$ cat config.mk
export PLATFORM = sky130hd
export DESIGN_NAME = i2c_ball_slave_flat
export DESIGN_NICKNAME = d
export VERILOG_FILES = /design/src/rtl/i2c_ball_slave_if.sv /design/src/rtl/i2c_ball_slave.sv /design/src/flat_wrapper.sv
export SDC_FILE = /design/constraint.sdc
export NUM_CORES = 1
export LEC_CHECK = 0
export CELL_PAD_IN_SITES_DETAIL_PLACEMENT = 0
export CELL_PAD_IN_SITES_GLOBAL_PLACEMENT = 1
export CORE_MARGIN = 2
export CORE_UTILIZATION = 42
export DETAILED_ROUTE_END_ITERATION = 6
export GPL_ROUTABILITY_DRIVEN = 0
export PLACE_DENSITY_LB_ADDON = 0.1
export SLEW_MARGIN = 40
export SYNTH_ARGS = -nofsm -noshare
export SYNTH_HDL_FRONTEND = slang
export SYNTH_SLANG_ARGS = --single-unit
$ cat constraint.sdc
create_clock -name clk -period 2.1 [get_ports clk]
set_input_delay 0.21 -clock clk [delete_from_list [all_inputs] [get_ports clk]]
set_output_delay 0.21 -clock clk [all_outputs]
set_load 0.005 [all_outputs]
$ cat src/rtl/i2c_ball_slave_if.sv
// Open-drain I2C bus seen by the ball hand-off slave: bus levels in, SDA pull-down enable out.
interface i2c_ball_slave_if;
  logic i_scl;
  logic i_sda;
  logic o_sda_oe;

  modport master (output i_scl, output i_sda, input  o_sda_oe);
  modport slave  (input  i_scl, input  i_sda, output o_sda_oe);
endinterface

$ cat src/rtl/i2c_ball_slave.sv
// I2C write-only slave that receives the 6-byte ball packet and commits it atomically on STOP.
// Optional I2C_SLV_GLITCH_FILTER_EN adds a 3-sample majority filter on both synchronised lines.
module i2c_ball_slave #(
  parameter logic [6:0] SLAVE_ADDR  = 7'h42,
  parameter int         SYNC_STAGES = 2
) (
  input  logic             clk,
  input  logic             reset,
  i2c_ball_slave_if.slave  bus,
  output logic [7:0]       slv_reg0_y0,
  output logic [7:0]       slv_reg1_y1,
  output logic [7:0]       slv_reg2_Yspeed,
  output logic [7:0]       slv_reg3_gravity,
  output logic [7:0]       slv_reg4_ballspeed,
  output logic [7:0]       slv_reg5_win_flag,
  output logic             is_slave_done,
  output logic             responsing_i2c
);

  typedef enum logic [2:0] {
    S_IDLE, S_ADDR, S_ADDR_ACK, S_DATA, S_DATA_ACK, S_IGNORE
  } state_t;

  // Synchronisers reset to 1 so an idle (pulled-up) bus produces no edge after reset.
  logic [SYNC_STAGES-1:0] scl_sync, sda_sync;
  logic                   scl_f, sda_f, scl_prev, sda_prev;

  always_ff @(posedge clk or negedge reset) begin
    if (!reset) begin
      scl_sync <= '1;
      sda_sync <= '1;
    end else begin
      // NOTE: sequential state always uses non-blocking assignment so every flop samples pre-edge values.
      scl_sync <= {scl_sync[SYNC_STAGES-2:0], bus.i_scl};
      sda_sync <= {sda_sync[SYNC_STAGES-2:0], bus.i_sda};
    end
  end

`ifdef I2C_SLV_GLITCH_FILTER_EN
  logic [1:0] scl_win, sda_win;

  function automatic logic maj3(input logic a, input logic b, input logic c);
    return (a & b) | (a & c) | (b & c);
  endfunction

  always_ff @(posedge clk or negedge reset) begin
    if (!reset) begin
      scl_win <= '1;
      sda_win <= '1;
      scl_f   <= 1'b1;
      sda_f   <= 1'b1;
    end else begin
      scl_win <= {scl_win[0], scl_sync[SYNC_STAGES-1]};
      sda_win <= {sda_win[0], sda_sync[SYNC_STAGES-1]};
      scl_f   <= maj3(scl_sync[SYNC_STAGES-1], scl_win[0], scl_win[1]);
      sda_f   <= maj3(sda_sync[SYNC_STAGES-1], sda_win[0], sda_win[1]);
    end
  end
`else
  assign scl_f = scl_sync[SYNC_STAGES-1];
  assign sda_f = sda_sync[SYNC_STAGES-1];
`endif

  always_ff @(posedge clk or negedge reset) begin
    if (!reset) begin
      scl_prev <= 1'b1;
      sda_prev <= 1'b1;
    end else begin
      scl_prev <= scl_f;
      sda_prev <= sda_f;
    end
  end

  logic scl_rise, scl_fall, start_det, stop_det;
  assign scl_rise  =  scl_f & ~scl_prev;
  assign scl_fall  = ~scl_f &  scl_prev;
  assign start_det =  scl_f & scl_prev &  sda_prev & ~sda_f;
  assign stop_det  =  scl_f & scl_prev & ~sda_prev &  sda_f;

  state_t     state, state_d;
  logic [3:0] bit_cnt, bit_cnt_d;
  logic [2:0] byte_cnt, byte_cnt_d;
  logic [7:0] shift, shift_d;
  logic       shadow_we, commit;
  logic [7:0] shadow [6];
  logic [7:0] regs   [6];

  always_ff @(posedge clk or negedge reset) begin
    if (!reset) state <= S_IDLE;
    else        state <= state_d;
  end

  always_comb begin
    // NOTE: every output of this block gets a default first, so no path can infer a latch.
    state_d    = state;
    bit_cnt_d  = bit_cnt;
    byte_cnt_d = byte_cnt;
    shift_d    = shift;
    shadow_we  = 1'b0;
    commit     = 1'b0;
    if (start_det) begin
      state_d    = S_ADDR;
      bit_cnt_d  = '0;
      byte_cnt_d = '0;
    end else if (stop_det) begin
      commit     = (byte_cnt == 3'd6);
      state_d    = S_IDLE;
      byte_cnt_d = '0;
    end else begin
      unique case (state)
        S_ADDR, S_DATA: begin
          if (scl_rise && bit_cnt != 4'd8) begin
            shift_d   = {shift[6:0], sda_f};
            bit_cnt_d = bit_cnt + 4'd1;
          end else if (scl_fall && bit_cnt == 4'd8) begin
            bit_cnt_d = '0;
            if (state == S_ADDR) begin
              // Read requests and foreign addresses are both NACKed.
              state_d = (shift == {SLAVE_ADDR, 1'b0}) ? S_ADDR_ACK : S_IGNORE;
            end else if (byte_cnt != 3'd6) begin
              shadow_we  = 1'b1;
              byte_cnt_d = byte_cnt + 3'd1;
              state_d    = S_DATA_ACK;
            end else begin
              state_d = S_IGNORE;
            end
          end
        end
        S_ADDR_ACK, S_DATA_ACK: if (scl_fall) state_d = S_DATA;
        default: ;
      endcase
    end
  end

  always_ff @(posedge clk or negedge reset) begin
    if (!reset) begin
      bit_cnt       <= '0;
      byte_cnt      <= '0;
      shift         <= '0;
      is_slave_done <= 1'b0;
      // NOTE: the shadow array is reset too, so a packet can never expose stale bytes from before reset.
      for (int i = 0; i < 6; i++) begin
        shadow[i] <= '0;
        regs[i]   <= '0;
      end
    end else begin
      bit_cnt       <= bit_cnt_d;
      byte_cnt      <= byte_cnt_d;
      shift         <= shift_d;
      is_slave_done <= commit;
      if (shadow_we) shadow[byte_cnt] <= shift;
      if (commit) begin
        for (int i = 0; i < 6; i++) regs[i] <= shadow[i];
      end
    end
  end

  // Driven straight from the state register so a START or reset releases SDA without delay.
  assign bus.o_sda_oe = (state == S_ADDR_ACK) || (state == S_DATA_ACK);
  assign responsing_i2c = (state != S_IDLE);

  assign slv_reg0_y0        = regs[0];
  assign slv_reg1_y1        = regs[1];
  assign slv_reg2_Yspeed    = regs[2];
  assign slv_reg3_gravity   = regs[3];
  assign slv_reg4_ballspeed = regs[4];
  assign slv_reg5_win_flag  = regs[5];

endmodule

$ cat src/flat_wrapper.sv
// flat-port wrapper written by rule: the top's interface ports become plain ports
module i2c_ball_slave_flat 
#(
  parameter logic [6:0] SLAVE_ADDR  = 7'h42,
  parameter int         SYNC_STAGES = 2
)
  (clk, reset, slv_reg0_y0, slv_reg1_y1, slv_reg2_Yspeed, slv_reg3_gravity, slv_reg4_ballspeed, slv_reg5_win_flag, is_slave_done, responsing_i2c, bus_i_scl, bus_i_sda, bus_o_sda_oe);
  i2c_ball_slave_if bus_i ();
  input  logic clk;
  input  logic reset;
  output logic [7:0] slv_reg0_y0;
  output logic [7:0] slv_reg1_y1;
  output logic [7:0] slv_reg2_Yspeed;
  output logic [7:0] slv_reg3_gravity;
  output logic [7:0] slv_reg4_ballspeed;
  output logic [7:0] slv_reg5_win_flag;
  output logic is_slave_done;
  output logic responsing_i2c;
  input wire logic [$bits(bus_i.i_scl)-1:0] bus_i_scl;
  input wire logic [$bits(bus_i.i_sda)-1:0] bus_i_sda;
  output wire logic [$bits(bus_i.o_sda_oe)-1:0] bus_o_sda_oe;
  assign bus_i.i_scl = bus_i_scl;
  assign bus_i.i_sda = bus_i_sda;
  assign bus_o_sda_oe = bus_i.o_sda_oe;
  i2c_ball_slave #(.SLAVE_ADDR(SLAVE_ADDR), .SYNC_STAGES(SYNC_STAGES)) u_core (.clk(clk), .reset(reset), .bus(bus_i), .slv_reg0_y0(slv_reg0_y0), .slv_reg1_y1(slv_reg1_y1), .slv_reg2_Yspeed(slv_reg2_Yspeed), .slv_reg3_gravity(slv_reg3_gravity), .slv_reg4_ballspeed(slv_reg4_ballspeed), .slv_reg5_win_flag(slv_reg5_win_flag), .is_slave_done(is_slave_done), .responsing_i2c(responsing_i2c));
endmodule
After elaboration in Yosys (flattened, before gate mapping)
Index checks and enable logic that the tools add are counted.
{"block": "word_totals", "input_bits": 4, "register_bits": 121, "output_inout_bits": 51, "wordCells": 104}
{"block": "op_classes", "reduce_logical": 17, "mux": 33, "bitwise": 14, "add_sub_neg": 2, "eq_ne": 15, "n_lt_le_gt_ge": 2}
{"operator": "48-bit bitwise mux", "n": 1}
{"operator": "3-bit two-way mux", "n": 14}
{"operator": "8-bit demux with 3-bit select", "n": 1}
{"operator": "4-bit two-way mux", "n": 5}
{"operator": "3-bit nonzero test", "n": 5}
{"operator": "1-bit two-way mux", "n": 10}
{"operator": "8-bit == test (second input constant)", "n": 1}
{"operator": "8-bit two-way mux", "n": 1}
{"operator": "4-bit by 1-bit inequality test with 1-bit output (second input constant)", "n": 2}
{"operator": "4-bit AND reduction", "n": 2}
{"operator": "1-bit bitwise AND", "n": 7}
{"operator": "3-bit by 2-bit == test with 1-bit output (second input constant)", "n": 2}
{"operator": "3-bit == test (second input constant)", "n": 2}
{"operator": "3-bit by 1-bit inequality test with 1-bit output (second input constant)", "n": 2}
{"operator": "1-bit inverter", "n": 6}
{"operator": "3-bit one-hot mux with 2 select lines", "n": 1}
{"operator": "5-bit AND reduction", "n": 1}
{"operator": "4-bit by 1-bit adder with 4-bit output (second input constant)", "n": 1}
{"operator": "4-bit == test (second input constant)", "n": 1}
{"operator": "4-bit greater-or-equal comparator (second input constant)", "n": 1}
{"operator": "4-bit by 1-bit less-than comparator with 1-bit output (second input constant)", "n": 1}
{"operator": "4-bit by 2-bit inequality test with 1-bit output (second input constant)", "n": 1}
{"operator": "4-bit inequality test (second input constant)", "n": 1}
{"operator": "3-bit inverter with 4-bit output", "n": 1}
{"operator": "other kinds (10)", "n": 13}

Depth between registers and ports, before layout
Gate-level depths: netlist (run 1).
{"block": "logic_depth", "ltp_word": 8, "ltp_mapped": 8, "mapped_depth_nobuf": 6}

Least setup slack after synthesis (run 1)
No wires, ideal clock.
{"block": "synth_path", "path_type": "register -> register", "start": "register u_core.byte_cnt[0]", "end": "register u_core.shadow[10] (netlist bit)", "path_stages_with_launch": 8, "t_arrival_ns": 1.946, "required_time_ns": 1.975, "slack_ns": 0.029, "period_less_slack_ns": 2.071, "path_cell_list": "dfrtp_1 clkbuf_1 inv_1 ha_1 and4bb_2 nand3_1 nor2_1 mux2_2"}
{"block": "synth_via", "elab_chain_cells": 8}
{"item": "from (decl)", "line_no": "i2c_ball_slave.sv:82", "rtl": "logic [2:0] byte_cnt, byte_cnt_d;"}
{"item": "from (signal assigned)", "line_no": "i2c_ball_slave.sv:148", "rtl": "byte_cnt <= byte_cnt_d;"}
{"item": "3-bit inequality test", "line_no": "i2c_ball_slave.sv:120", "rtl": "end else if (byte_cnt != 3'd6) begin"}
{"item": "1-bit two-way mux", "line_no": "i2c_ball_slave.sv:120"}
{"item": "1-bit two-way mux", "line_no": "i2c_ball_slave.sv:117", "rtl": "if (state == S_ADDR) begin"}
{"item": "1-bit two-way mux", "line_no": "i2c_ball_slave.sv:115", "rtl": "end else if (scl_fall && bit_cnt == 4'd8) begin"}
{"item": "1-bit two-way mux", "line_no": "i2c_ball_slave.sv:112", "rtl": "if (scl_rise && bit_cnt != 4'd8) begin"}
{"item": "1-bit two-way mux", "line_no": "i2c_ball_slave.sv:110", "rtl": "unique case (state)"}
{"item": "1-bit two-way mux", "line_no": "i2c_ball_slave.sv:105", "rtl": "end else if (stop_det) begin"}
{"item": "1-bit two-way mux", "line_no": "i2c_ball_slave.sv:101", "rtl": "if (start_det) begin"}
{"item": "to (signal, indexed assignment)", "line_no": "i2c_ball_slave.sv:151", "rtl": "if (shadow_we) shadow[byte_cnt] <= shift;"}
{"item": "to (decl)", "line_no": "i2c_ball_slave.sv:85", "rtl": "logic [7:0] shadow [6];"}
Parallel ways exist; a longest one is shown, timed or not.
A chain may end at the register's enable or synchronous reset.

Worst setup path after layout (run 1)
{"block": "layout_path", "start": "register u_core.state[1]", "end": "output responsing_i2c"}
{"block": "layout_via", "elab_chain_cells": 1}
{"item": "from (decl)", "line_no": "i2c_ball_slave.sv:80", "rtl": "state_t state, state_d;"}
{"item": "from (signal assigned)", "line_no": "i2c_ball_slave.sv:90", "rtl": "else state <= state_d;"}
{"item": "3-bit nonzero test", "line_no": "i2c_ball_slave.sv:160", "rtl": "assign responsing_i2c = (state != S_IDLE);"}
{"item": "to (decl)", "line_no": "flat_wrapper.sv:18", "rtl": "output logic responsing_i2c;"}
Every way passes these cells.

==> impl_metrics.csv, run 1 <==
group,metric,value,unit
grt,grt_pass1_vias,3021,
clock_tree,cts_tree,"yes",
setup_path,path_class,"reg -> out",
pwr,ir_worst_vdd,0.586,mV
placement,detailedPlace.worstSlack,66.9,ps
logic_synthesis,syn_area,4880,sq um
layout,fin_area,6350,sq um
logic_synthesis,post_synth_and_or_nand_nor_area_fraction,0.0641,
layout,nets,415,
sta,slew_headroom,0.658,
grt,gr-total-overflow,0,
setup_path,slowest_delay,450,ps
layout,fin_util,0.559,
setup_path,reg2reg_depth,6,
detailed_routing,antenna_left,0,
die,start_util,0.429,
sta,period_needed,2020,ps
logic_synthesis,ys_ff_latch,121,
sta,drv_slew,0,
layout,final_common_cell,"dfrtp_1",
die,core.rowCount,39,
die,die_area,12500,sq um
placement,buffer_ports.inserted,54,
setup_path,cp_max_fo,9,
logic_synthesis,synth-edff-count,0,
job,cap_violations,0,
setup_path,worstPathRequired,1890,ps
die,die_h,112,um
setup_path,rr_startpoint,"u_core.bit_cnt[0]$_DFFE_PN0P_",
detailed_routing,drt_wl_total,9.31,mm
pwr,power.leakage,0.00311,uW
logic_synthesis,yosysSeqAreaShare,0.622,
logic_synthesis,yosys.area_share.adder,0.0103,
clock_tree,clock_latency,410,ps
detailed_routing,wl_per_cell,16.5,um
clock_tree,ctsHtreeMaxLevel,4,
sta,clock_skew,7.95,ps
clock_tree,cts-root-buf,"clkbuf_16",
setup_path,slowest_stage,"clkdlybuf4s50_1",
pwr,power.density,854,nW/um^2
setup_path,endpoint_kind,"primary output",
grt,grt_pass1_wl,15.7,mm
clock_tree,max-clock-path-buffers,2,
sta,setup_violations,0,
worst_hold_path,holdPathEnd,"u_core.scl_sync[0]$_DFF_PN1_",
sta,max_freq,496,MHz
logic_synthesis,synthFlopType,"dfrtp_1",
logic_synthesis,synth_xor_area_frac,0.00718,
logic_synthesis,synthCells,321,
layout,final_cell_mix,"dfrtp_1, mux2_2, clkdlybuf4s50_1",
layout,antenna_cells,0,
setup_path,path_cells,"buf_4 > or3_1 > clkdlybuf4s50_1",
worst_hold_path,hold_depth,1,
setup_path,path_delay_family,"buffers and inverters",
layout,area_growth,30.2,%
logic_synthesis,syn_nets,329,
grt,grt_usage,0.164,
logic_synthesis,ys_warn_count,0,
detailed_routing,drt_iter0_drc,124,
die,ios,55,
sta,worst_slew_pin_slew,506,ps
grt,antenna_found_initial,0,
setup_path,worst-endpoint-arrival,1810,ps
detailed_routing,num_vias,2786,
grt,grt_start_max_net_pins,83,
worst_hold_path,min_from,"bus_i_scl",
detailed_routing,route.detailed.drc,0,
detailed_routing,viasPerCell,4.95,
worst_hold_path,hold_path_class,"in -> reg",
detailed_routing,dr.pass1.iters,4,
logic_synthesis,syn_area_per_cell,15.2,sq um
setup_path,worst-r2r-setup-slack,100,ps
sta,finalCritPeriodShare,0.960,
clock_tree,numClockSinks,121,
logic_synthesis,synth-compound-area-share,0.0241,
placement,placed_area,5750,sq um
die,fp.coreArea,11400,sq um
clock_tree,cts_made_buffers,17,
die,dieWidth,112,um
logic_synthesis,ys_types,47,
outcome,status,"finished, final reports clean",
sta,finalHoldWorstSlack,208,ps
logic_synthesis,synth_top_family_by_area,"multiplexers",
sta,report.final.hold_viol_count,0,
sta,setup-tns-final,0,ps
clock_tree,clk_pin_slew,50,ps
layout,drive_above_1_share,0.421,
setup_path,start_kind,"register",
setup_path,worst-path-buf-inv,2,
setup_path,timing.rr.end,"u_core.shadow[31]$_DFFE_PN0P_",
placement,dp_hpwl,6.19,mm
logic_synthesis,synth.mux.area_fraction,0.250,
logic_synthesis,synth-async-reset-ratio,1.00,
sta,setup_slack,83.9,ps
==> state kept, by name, indices dropped and copies added, names as in the netlist <==
register / count
u_core.scl_sync: 2
u_core.slv_reg3_gravity: 8
u_core.shadow: 48
u_core.slv_reg5_win_flag: 8
u_core.byte_cnt: 3
u_core.shift: 8
u_core.scl_prev: 1
u_core.bit_cnt: 4
u_core.state: 3
u_core.slv_reg1_y1: 8
u_core.slv_reg4_ballspeed: 8
u_core.is_slave_done: 1
u_core.slv_reg0_y0: 8
u_core.sda_sync: 2
u_core.sda_prev: 1
u_core.slv_reg2_Yspeed: 8
==> area by class of cell <==
class | instances | area, sq um
Multi-Input combinational cell | 177 | 1750
Timing Repair Buffer | 82 | 788
Tap cell | 143 | 179
Sequential cell | 121 | 3040
Clock inverter | 9 | 97.6
Fill cell | 938 | 5020
Inverter | 8 | 30.0
Clock buffer | 23 | 468
==> what timing repair did <==
| item | in CTS | in global routing |
|---|---|---|
| hold endpoints to repair | 22 | 0 |
| gates resized for setup | 0 | 4 |
| setup buffers | 0 | 2 |
| hold buffers | 1 | 0 |
| endpoints found under the setup margin | 0 | 18 |
==> layer usage <==
| metal | vias to the layer above | share of wire | global-route usage |
|---|---|---|---|
| met5 | - | 0 | 0 |
| met1 | 1396 | 0.48 | 0.219 |
| met4 | 0 | 0.019 | 0.0617 |
| li1 | 1328 | - | - |
| met3 | 10 | 0.043 | 0.0604 |
| met2 | 52 | 0.46 | 0.244 |
==> Yosys cell counts, types with 2 or more instances <==
library cell	count	area, sq um
a21oi_1	2	10.0
a22o_1	2	17.5
and2_1	2	12.5
buf_2	6	30.0
buf_6	2	22.5
clkbuf_1	7	26.3
dfrtp_1	115	2880
dfstp_2	6	158
ha_1	4	50.1
inv_1	8	30.0
mux2_2	96	1080
mux2_4	8	120
mux2i_1	2	20.0
nand2_1	8	30.0
nand2b_1	2	12.5
nand3_1	3	15.0
nand4_1	5	31.3
nor2_1	4	15.0
nor2b_1	3	18.8
nor4b_1	2	17.5
o21ai_0	5	25.0
or4_1	2	15.0
xnor2_1	3	26.3
==> stage by stage <==
stage | cells | total power, uW
6_report | 563 | 5420
3_5_place_dp | 528 | 2720
2_1_floorplan | 321 | 2560
4_1_cts | 561 | 5500
3_3_place_gp | 528 | 2720
5_1_grt | 563 | 5660
==> power by group <==
part,switching [uW],internal [uW]
clock,960,1790
sequential,57.1,2380
combinational,141,91.3
==> cell families (layout without fill, tap and decap cells) <==
kind of cell	Yosys count	in the layout
flops	121	121
compound gates	17	17
mux	106	106
fa+ha+maj	4	4
simple gates	46	46
buf+inv	23	122
xor+xnor	4	4
==> worst reg2reg max path, delay by kind of cell, from the launching register on <==
kind          cells  cell delay, ps
fa+ha+maj         1             130
flops             1             410
buf+inv           1              70
simple gates      3             940
mux               1             330
==> worst max path at each step <==
stage,to,slack [ps],cells past startpoint,from
floorplan,u_core.shadow[10]$_DFFE_PN0P_,30,7,u_core.byte_cnt[0]$_DFFE_PN0P_
global placement,u_core.shadow[46]$_DFFE_PN0P_,100,6,u_core.bit_cnt[0]$_DFFE_PN0P_
detailed placement,u_core.shadow[45]$_DFFE_PN0P_,70,6,u_core.bit_cnt[0]$_DFFE_PN0P_
CTS,responsing_i2c,4,3,u_core.state[1]$_DFFE_PN0P_
global route,u_core.shadow[27]$_DFFE_PN0P_,-0.2,6,u_core.bit_cnt[0]$_DFFE_PN0P_
finish,responsing_i2c,80,3,u_core.state[1]$_DFFE_PN0P_
Power figures use the tool's default switching activity.
==> run 2: changes to the inputs <==
--- a/config.mk
+++ b/config.mk
@@ -5,10 +5,11 @@
 export SDC_FILE = /design/constraint.sdc
 export NUM_CORES = 1
 export LEC_CHECK = 0
+export ABC_CLOCK_PERIOD_IN_PS = 2100
 export CELL_PAD_IN_SITES_DETAIL_PLACEMENT = 0
 export CELL_PAD_IN_SITES_GLOBAL_PLACEMENT = 1
 export CORE_MARGIN = 2
-export CORE_UTILIZATION = 42
+export CORE_UTILIZATION = 35
 export DETAILED_ROUTE_END_ITERATION = 6
 export GPL_ROUTABILITY_DRIVEN = 0
 export PLACE_DENSITY_LB_ADDON = 0.1
==> run 2 against run 1 <==
  * Critical path depth grew 3
  * Fmax grew 0.19%
  * Power grew 2.5%
  * Register-to-register slack is essentially flat
  * Sequential power is essentially flat
  * Worst setup slack gained 3.8 ps
==> impl_metrics.csv, run 2 (synthesis gave the netlist of run 1 again) <==
group,metric,value,unit
clock_tree,max-clock-path-buffers,2,
sta,finalCritPeriodShare,0.958,
layout,drive_above_1_share,0.415,
layout,antenna_cells,0,
job,cap_violations,0,
die,die_h,122,um
sta,worst_slew_pin_slew,494,ps
sta,finalHoldWorstSlack,202,ps
detailed_routing,wl_per_cell,16.3,um
detailed_routing,num_vias,2835,
sta,period_needed,2010,ps
grt,gr-total-overflow,0,
layout,largest_register,"u_core.shadow",
sta,setup-tns-final,0,ps
grt,grt_pass1_wl,16.0,mm
pwr,ir_worst_vdd,0.560,mV
die,dieWidth,122,um
layout,stdcell_count,597,
layout,area_growth,30.9,%
placement,dp_hpwl,6.46,mm
die,core.rowCount,43,
detailed_routing,route.detailed.drc,0,
grt,grt_pass1_vias,2954,
grt,grt_usage,0.147,
layout,final_cell_mix,"dfrtp_1, mux2_2, clkdlybuf4s50_1",
clock_tree,cts-root-buf,"clkbuf_16",
setup_path,start_kind,"register",
detailed_routing,dr.pass1.iters,4,
setup_path,endpoint_kind,"register",
placement,dp_cells,564,
placement,detailedPlace.worstSlack,55.4,ps
outcome,status,"finished, final reports clean",
setup_path,path_class,"reg -> reg",
sta,drv_slew,0,
setup_path,cp_max_fo,8,
grt,antenna_found_initial,0,
clock_tree,ctsHtreeMaxLevel,4,
sta,slew_headroom,0.671,
detailed_routing,drt_wl_total,9.71,mm
sta,setup_slack,87.6,ps
detailed_routing,drt_iter0_drc,66,
layout,nets,412,
clock_tree,cts_made_buffers,17,
detailed_routing,antenna_left,0,
pwr,power.density,870,nW/um^2
detailed_routing,viasPerCell,4.75,
layout,final_common_cell,"dfrtp_1",
layout,largest_register_ffs,48,
clock_tree,cts_setup_buffers,0,
die,ios,55,
sta,clock_skew,7.12,ps
sta,grt_setup_unrepaired,"no",
setup_path,worst-endpoint-arrival,2300,ps
die,fp.coreArea,13800,sq um
sta,max_freq,497,MHz
clock_tree,clk_pin_slew,50,ps
sta,report.final.hold_viol_count,0,
grt,grt_start_max_net_pins,50,
clock_tree,cts_tree,"yes",
worst_hold_path,hold_path_class,"in -> reg",
placement,buffer_ports.inserted,54,
clock_tree,clock_latency,410,ps
die,die_area,14900,sq um
pwr,power.leakage,0.00311,uW
clock_tree,numClockSinks,121,
layout,n_fill_cell,1270,
sta,setup_violations,0,
setup_path,worstPathRequired,2390,ps
layout,fin_util,0.464,
die,start_util,0.354,
run 2: cell types whose count changed in the layout (fill, tap and decap cells not counted), sizes merged:
| cell | delta |
|---|---|
| clkbuf | +2 |
| clkinv | -1 |
| buf | -3 |
| clkinvlp | -1 |
run 2: cell type report:
cell class / count / area [sq um] / area share
flip-flops and latches: 121 / 3040 / 0.475
multi-input cells: 177 / 1750 / 0.274
repair buffers: 79 / 753 / 0.118
clock buffers: 25 / 505 / 0.0791
well taps: 180 / 225 / 0.0352
clock inverters: 7 / 88.8 / 0.0139
inverters: 8 / 30.0 / 0.00470
run 2: metal layers:
layer	GRT usage	part of all wire
met4	0.0711	0.021
met2	0.221	0.47
met1	0.197	0.48
met3	0.0412	0.034
met5	0	0
run 2: final timing paths:
check	startpoint	endpoint	slack (ps)	depth (start not counted)
worst max-delay path	u_core.bit_cnt[0]$_DFFE_PN0P_	u_core.shadow[28]$_DFFE_PN0P_	90	6
worst min-delay path	bus_i_sda	u_core.sda_sync[0]$_DFF_PN1_	200	1
worst max register to register	u_core.bit_cnt[0]$_DFFE_PN0P_	u_core.shadow[28]$_DFFE_PN0P_	90	6
worst min register to register	u_core.scl_sync[0]$_DFF_PN1_	u_core.scl_sync[1]$_DFF_PN1_	360	0
max in group asynchronous	reset	u_core.sda_sync[1]$_DFF_PN1_	1070	3
min in group asynchronous	reset	u_core.slv_reg0_y0[7]$_DFFE_PN0P_	310	2
run 2: report_power, final:
group	switching, uW	internal, uW
clock network	993	1900
registers	72.8	2380
logic	129	88.5
run 2: metrics by stage:
step / total power (uW) / instance area, sq um
detailed placement: 2720 / 5780
CTS: 5650 / 6380
global placement: 2720 / 5780
finish: 5560 / 6390
global route: 5800 / 6390
floorplan: 2560 / 4880
run 2: timing repair:
item                                    in CTS  in global routing
hold buffers                                 1                  0
endpoints found under the setup margin       0                 16
resized for setup                            0                  2
endpoints found under the hold margin       33                  0
run 2: critical path, cell delays in order (launching register included):
cell and delay, ps:
dfrtp_1 410, inv_1 70, ha_1 130, and3b_1 220, nand2_4 90, or4b_4 640
mux2_4 330
==> run 3: changes to the inputs <==
--- a/config.mk
+++ b/config.mk
@@ -6,10 +6,11 @@
 export NUM_CORES = 1
 export LEC_CHECK = 0
 export ABC_CLOCK_PERIOD_IN_PS = 2100
+export CAP_MARGIN = 20
 export CELL_PAD_IN_SITES_DETAIL_PLACEMENT = 0
 export CELL_PAD_IN_SITES_GLOBAL_PLACEMENT = 1
 export CORE_MARGIN = 2
-export CORE_UTILIZATION = 35
+export CORE_UTILIZATION = 42
 export DETAILED_ROUTE_END_ITERATION = 6
 export GPL_ROUTABILITY_DRIVEN = 0
 export PLACE_DENSITY_LB_ADDON = 0.1
==> results of run 3 <==
Final layout, timing and power as in run 1 (identical DEF).
